**config.mk**
```make
export PLATFORM = sky130hd
export DESIGN_NAME = csa_adder_arbiter
export DESIGN_NICKNAME = d
export VERILOG_FILES = /design/src/rtl/csa_adder_arbiter.sv
export SDC_FILE = /design/constraint.sdc
export NUM_CORES = 1
export LEC_CHECK = 0
export CORE_AREA = 2 2 128 130
export CTS_BUF_LIST = sky130_fd_sc_hd__clkbuf_16
export DETAILED_ROUTE_END_ITERATION = 10
export DIE_AREA = 0 0 130 132
export GPL_TIMING_DRIVEN = 1
export PLACE_DENSITY = 0.86
export SETUP_SLACK_MARGIN = 0.15
export SLEW_MARGIN = 0
export SYNTH_ARGS = -nofsm -noshare
export SYNTH_HDL_FRONTEND = slang
export SYNTH_SLANG_ARGS = --single-unit
```
**constraint.sdc**
```tcl
create_clock -name clk -period 27.3 [get_ports clk]
set_clock_uncertainty 0.1 [all_clocks]
set_input_delay 4.095 -clock clk [delete_from_list [all_inputs] [get_ports clk]]
set_output_delay 4.095 -clock clk [all_outputs]
set_load 0.1 [all_outputs]
```
**src/rtl/csa_adder_arbiter.sv**
```systemverilog
// Round-robin arbiter sharing one 32-bit carry-select adder among NUM_REQ requesters.
// Two-stage pipeline: S1 captures the granted operands, S2 holds the tagged response.
module csa_adder_arbiter #(
  parameter int unsigned NUM_REQ = 4,
  parameter int unsigned ID_W    = 2
) (
  input  logic                  clk,
  input  logic                  rst_n,
  input  logic [NUM_REQ-1:0]    req,
  input  logic [NUM_REQ*32-1:0] a_in,
  input  logic [NUM_REQ*32-1:0] b_in,
  output logic [NUM_REQ-1:0]    gnt,
  output logic                  rsp_valid,
  input  logic                  rsp_ready,
  output logic [ID_W-1:0]       rsp_id,
  output logic [31:0]           rsp_sum,
  output logic                  rsp_cout
);

  localparam int unsigned BlkW   = 4;
  localparam int unsigned NumBlk = 32 / BlkW;

  logic            s1_valid_q, s1_valid_d;
  logic [31:0]     s1_a_q, s1_a_d;
  logic [31:0]     s1_b_q, s1_b_d;
  logic [ID_W-1:0] s1_id_q, s1_id_d;

  logic            rsp_valid_q, rsp_valid_d;
  logic [31:0]     rsp_sum_q, rsp_sum_d;
  logic            rsp_cout_q, rsp_cout_d;
  logic [ID_W-1:0] rsp_id_q, rsp_id_d;

  logic [ID_W-1:0] ptr_q, ptr_d;

  logic            stall;
  logic            s1_free;
  logic            grant_vld;
  logic [ID_W-1:0] grant_idx;
  logic [31:0]     add_p;
  logic [31:0]     add_g;
  logic [31:0]     add_sum;
  logic            add_cout;

  assign stall   = rsp_valid_q & ~rsp_ready;
  assign s1_free = ~s1_valid_q | ~stall;

  // Search from ptr upward with wrap; no grant while in reset or while S1 cannot accept.
  always_comb begin
    int unsigned idx;
    idx       = 0;
    gnt       = '0;
    grant_vld = 1'b0;
    grant_idx = '0;
    ptr_d     = ptr_q;
    if (rst_n && s1_free) begin
      for (int unsigned o = 0; o < NUM_REQ; o++) begin
        idx = 32'(ptr_q) + o;
        if (idx >= NUM_REQ) idx = idx - NUM_REQ;
        if (!grant_vld && req[idx]) begin
          grant_vld = 1'b1;
          grant_idx = ID_W'(idx);
        end
      end
      if (grant_vld) begin
        gnt[grant_idx] = 1'b1;
        ptr_d = (32'(grant_idx) == NUM_REQ - 1) ? '0 : grant_idx + ID_W'(1);
      end
    end
  end

  // Carry-select adder: each 4-bit block ripples for both carry-ins, block carry picks one.
  assign add_p = s1_a_q ^ s1_b_q;
  assign add_g = s1_a_q & s1_b_q;

  always_comb begin
    logic            c_blk;
    logic            c0;
    logic            c1;
    logic [BlkW-1:0] s0;
    logic [BlkW-1:0] s1;
    c_blk   = 1'b0;
    c0      = 1'b0;
    c1      = 1'b1;
    s0      = '0;
    s1      = '0;
    add_sum = '0;
    for (int unsigned k = 0; k < NumBlk; k++) begin
      c0 = 1'b0;
      c1 = 1'b1;
      for (int unsigned j = 0; j < BlkW; j++) begin
        s0[j] = add_p[k*BlkW+j] ^ c0;
        s1[j] = add_p[k*BlkW+j] ^ c1;
        c0    = add_g[k*BlkW+j] | (add_p[k*BlkW+j] & c0);
        c1    = add_g[k*BlkW+j] | (add_p[k*BlkW+j] & c1);
      end
      add_sum[k*BlkW +: BlkW] = c_blk ? s1 : s0;
      c_blk = c_blk ? c1 : c0;
    end
    add_cout = c_blk;
  end

  always_comb begin
    s1_valid_d  = s1_valid_q;
    s1_a_d      = s1_a_q;
    s1_b_d      = s1_b_q;
    s1_id_d     = s1_id_q;
    rsp_valid_d = rsp_valid_q;
    rsp_sum_d   = rsp_sum_q;
    rsp_cout_d  = rsp_cout_q;
    rsp_id_d    = rsp_id_q;
    if (s1_free) begin
      s1_valid_d = grant_vld;
      if (grant_vld) begin
        s1_a_d  = a_in[{grant_idx, 5'd0} +: 32];
        s1_b_d  = b_in[{grant_idx, 5'd0} +: 32];
        s1_id_d = grant_idx;
      end
    end
    if (!stall) begin
      rsp_valid_d = s1_valid_q;
      if (s1_valid_q) begin
        rsp_sum_d  = add_sum;
        rsp_cout_d = add_cout;
        rsp_id_d   = s1_id_q;
      end
    end
  end

  always_ff @(posedge clk or negedge rst_n) begin
    if (!rst_n) begin
      s1_valid_q  <= 1'b0;
      s1_a_q      <= '0;
      s1_b_q      <= '0;
      s1_id_q     <= '0;
      rsp_valid_q <= 1'b0;
      rsp_sum_q   <= '0;
      rsp_cout_q  <= 1'b0;
      rsp_id_q    <= '0;
      ptr_q       <= '0;
    end else begin
      s1_valid_q  <= s1_valid_d;
      s1_a_q      <= s1_a_d;
      s1_b_q      <= s1_b_d;
      s1_id_q     <= s1_id_d;
      rsp_valid_q <= rsp_valid_d;
      rsp_sum_q   <= rsp_sum_d;
      rsp_cout_q  <= rsp_cout_d;
      rsp_id_q    <= rsp_id_d;
      ptr_q       <= ptr_d;
    end
  end

  assign rsp_valid = rsp_valid_q;
  assign rsp_sum   = rsp_sum_q;
  assign rsp_cout  = rsp_cout_q;
  assign rsp_id    = rsp_id_q;

endmodule

```
-- Word level (Yosys, flattened, before mapping)
Cells that the tools add are included.
- add/sub/neg operators: 8
- $lt $le $gt $ge: 10
- eq/ne operators: 1
- shift operators: 2
- mux-type cells: 50
- bitwise logic cells: 156
- reductions and logical operators: 11
- operators with widths (cell ; count):
    $mux 32 ; 8
    $shiftx 128x8->32 ; 2
    $lt 32x3->1 const B ; 4
    $or 1x1->1 ; 53
    $and 1x1->1 ; 46
    $xor 1x1->1 ; 45
    $mux 4 ; 9
    $and 32x32->32 ; 1
    $xor 32x32->32 ; 1
    $mux 1 ; 21
    $mux 2 ; 7
    $sub 3x3->4 const B ; 3
    $not 1->1 ; 10
    $ge 3x3->1 const B ; 3
    $bmux 1 s2 ; 4
    $add 2x2->3 const B ; 2
    $reduce_and 2->1 ; 3
    $logic_and 1x1->1 ; 5
    $sub 2x3->4 const B ; 1
    $add 2x1->3 const B ; 1
    $ge 2x3->1 const B ; 1
    $logic_not 1->1 ; 3
    $lt 2x3->1 const B ; 1
    $add 2x1->2 const B ; 1
    3 further kinds ; 3
- flip-flop bits (word level): 105
- input bits: 263
- word-level logic and storage cells: 247

-- Logic depth before layout (Yosys ltp)
- depth after elaboration: 28
- gate-level depth with buffers: 37
- mapped depth without buffers: 37

-- Least setup slack after synthesis
No wires, ideal clock.
- path kind: register to register
- start point: reg s1_a_q[0]
- end point: reg rsp_sum_q[31] (netlist: rsp_sum[31])
- data arrival time: 11.093 ns
- data required time: 27.117 ns
- path slack: 16.024 ns
- cell stages (with the launch flop): 38
- buffers on the path: 0
- period minus slack after synthesis: 11.276 ns
- path through: dfrtp_1 ha_1 fa_1 fa_1 fa_1 mux2i_1 fa_1 fa_1 fa_1 mux2i_1 fa_1 fa_1 fa_1 nor2_1 a21oi_1 fa_1 fa_1 fa_1 [... 2 more ...] fa_1 fa_1 nor2_1 a21oi_1 fa_1 fa_1 fa_1 mux2i_1 fa_1 fa_1 fa_1 nor2_1 a21oi_1 fa_1 fa_1 inv_1 fa_1 o21ai_0
- longest elaborated chain between the ends: 14
- ends and longest elaborated chain (element ; line ; source):
    start: declaration ; 24 ; logic [31:0] s1_a_q, s1_a_d;
    start signal: assignment ; 132 ; s1_a_q <= '0;
    start signal: assignment ; 142 ; s1_a_q <= s1_a_d;
    $and 32x32->32 ; 73 ; assign add_g = s1_a_q & s1_b_q;
    $and 1x1->1 ; 93 ; c0 = add_g[k*BlkW+j] | (add_p[k*BlkW+j] & c0);
    $or 1x1->1 ; 93 ;
    $and 1x1->1 ; 93 ;
    $or 1x1->1 ; 93 ;
    $and 1x1->1 ; 93 ;
    $or 1x1->1 ; 93 ;
    $mux 1 (6 in series) ; 97 ; c_blk = c_blk ? c1 : c0;
    $mux 4 ; 96 ; add_sum[k*BlkW +: BlkW] = c_blk ? s1 : s0;
    end signal: assignment ; 146 ; rsp_sum_q <= rsp_sum_d;
    end: declaration ; 29 ; logic [31:0] rsp_sum_q, rsp_sum_d;
No other way between the ends.
A chain may end at the register's enable or synchronous reset.

-- Worst setup path in the final report
Same ends and word-level chain as after synthesis.

==> metrics.md <==
| Metric | Value |
|---|---|
| Status | `finished, final reports clean` |
| Reg-to-reg slack, setup | `15.31 ns` |
| Share of layout cells above drive strength 1 | `0.105` |
| Vias per cell | `5.56` |
| Worst Hold Class | `flop to flop` |
| IO Port Bufs | `302` |
| Die height | `132 µm` |
| Post-DRT Antenna Nets | `0` |
| 1st-pass router iterations | `5` |
| CP dominant cell by count | `fa_1` |
| CP Class | `flop to flop` |
| Crit path from | `s1_a_q[0]` |
| Diodes inserted | `0` |
| # hold bufs at CTS | `0` |
| Largest net degree at the start of global routing | `66` |
| Slowest CP cell | `fa_1` |
| Startpoint Class | `flop` |
| Post-Syn Area per Cell | `10.3 µm²` |
| Reg-to-reg endpoint | `rsp_sum[31]` |
| Clock Pin Slew Worst Setup and Hold Paths | `0.07 ns` |
| Worst skew pair latency | `0.35 ns` |
| Post-CTS Setup Bufs | `0` |
| Reg2Reg Depth | `37` |
| Synth area leaders | `dfrtp_1 36%, mux2i_1 9.6%, fa_1 6.6%` |
| Seq/Total Area, Yosys | `0.364` |
| Stages on the worst setup path | `37` |
| Iter 0 DRT Violations | `333` |
| Max incr delay on CP | `0.46 ns` |
| Post-DP HPWL | `17600 µm` |
| Initial antenna violation count | `0` |
| Commonest non-fill, non-tap cell in the layout | `clkdlybuf4s50_1` |
| Peak VDD IR | `0.0497 mV` |
| CTS tree | `built` |
| Slew @ Worst Pin | `1.10 ns` |
| Cell count after synthesis | `699` |
| Synth warn | `0` |
| Syn_nets | `1005` |
| Critical path buffers and inverters | `1` |
| Die X | `130 µm` |
| Crit path max fanout | `3` |
| Nets | `1266` |
| Wire per inst | `19.7 µm` |
| Fmax | `83.4 MHz` |
| First-pass GRT wire length | `35900 µm` |
| Initial core utilization | `0.460` |
| #FFs+latches synth | `105` |
| Post-cts resize count | `0` |
| Synth top area share | `0.364` |
| Pleak | `4.48 nW` |
| Clock Sinks | `105` |
| Drt total wl | `23300 µm` |
| Final setup violation count | `0` |
| Pwr dens | `101 nW/µm²` |
| Synth area leader | `dfrtp_1` |
| TNS Setup | `0 ns` |
| Total GRT Usage | `0.272` |
| Worst Path Required | `27.44 ns` |
| Core Region | `15700 µm²` |
| Cell variety after synth | `38` |
| Vias in the first global route | `6789` |
| Aggregate global routing overflow | `0` |
| P&R area growth vs syn | `45.7%` |
| R2r startpoint | `s1_a_q[0]` |
| Cell area after synthesis | `7230 µm²` |
| Row cnt | `46` |
| CTS H-tree depth | `3` |
| Fin crit period | `11.99 ns` |
| CP endpoint kind | `flop` |
| Critical Path Sink | `rsp_sum[31]` |
| Via count | `6564` |
| Max-Cap Viols | `0` |
| Min-delay src | `rsp_sum[16]` |
| Total CTS buffers | `9` |
| Area of the die | `17200 µm²` |
| Final Slew Violations | `0` |
| Crit path max-delay family | `adder cells` |
| RD Place Congestion | `0.835` |
| Deepest clock path buffer count | `2` |
| Hold Fails Final Rpt | `0` |
| Commonest cells after routing, fill and taps aside | `301 x clkdlybuf4s50_1, 105 x dfrtp_1, 73 x o21ai_0, 69 x mux2i_1` |
| Final Cycle Share | `0.439` |
| Clock root buffer | `clkbuf_16` |
| DRC | `0` |
| Hold Slack | `0.389 ns` |
| CP Data Arrival Time | `12.14 ns` |
| Unrepaired setup endpoints after global routing | `false` |
| Relative slew margins | `0.263` |
| # fillers | `1258` |
| I/O pin count | `303` |
worst min path at each step:
stage,endpoint,cells past startpoint
after detailed placement,rsp_sum[16],2
after floorplan,s1_id_q[1],2
after CTS,rsp_sum[16],2
after global placement,s1_id_q[1],2
after global routing,rsp_sum[7],1
final,rsp_sum[16],2
logic make-up (layout without fill, tap and decap cells):
group | after synthesis | after routing | synth area share
simple gates | 149 | 149 | 0.0959
compound gates | 214 | 214 | 0.229
fa+ha+maj | 43 | 43 | 0.0994
buf+inv | 86 | 352 | 0.0672
xor+xnor | 7 | 7 | 0.00848
flops | 105 | 105 | 0.364
mux | 95 | 95 | 0.136
metrics by stage:
step	total power (W)	instance area [µm²]	setup WS, ns	util	instances
global placement	0.000915	10200	15.67	0.650	1165
detailed placement	0.000930	10200	15.35	0.650	1165
CTS	0.00107	10500	15.28	0.670	1181
global route	0.00113	10500	14.85	0.670	1181
floorplan	0.000742	7230	16.02	-	699
finish	0.00107	10500	15.31	0.670	1181
where the power goes:
group / internal [W] / switching, W
Clock: 0.0000804 / 0.0000582
Sequential: 0.000226 / 0.0000563
Combinational: 0.000233 / 0.000414
Total: 0.000539 / 0.000529
worst min-delay path, cell delays in order, from the launching register on:
cell     delay, ns
dfrtp_1       0.34
nand2_1       0.05
o21ai_0       0.06
synthesized netlist by cell type (all sizes together):
library cell	count
nand2	66
o211ai	48
and3	4
buf	38
o21ai	74
mux2i	69
nand3b	1
xnor2	7
or2	1
o21bai	2
a21oi	4
o41a	1
mux2	26
fa	24
nor2	6
nand3	64
dfrtp	105
o22ai	1
o22a	1
inv	26
a21boi	1
clkbuf	22
o221ai	17
nand2b	3
nor2b	1
and2	3
ha	19
a21o	65
metal layers:
layer / GRT usage / wire length [µm]
met5: 0 / 0
met4: 0.0998 / 690
met3: 0.0645 / 1940
met2: 0.449 / 11300
met1: 0.345 / 9360
sequential cells by signal, indices dropped and copies added, names as in the netlist:
register and cells:
rsp_sum 32, s1_a_q 32, s1_b_q 32, ptr_q 2, rsp_id 2, s1_id_q 2, rsp_cout 1, rsp_valid 1
s1_valid_q 1
cell type report:
cell class              count  area, µm²  area share
flip-flops and latches    105       2630       0.249
multi-input cells         508       4140       0.393
inverters                  26       97.6     0.00927
clock buffers               9        225      0.0214
well taps                 216        270      0.0257
clock inverters             7       92.6     0.00879
repair buffers            310       3080       0.293
Power figures use the tool's default switching activity.
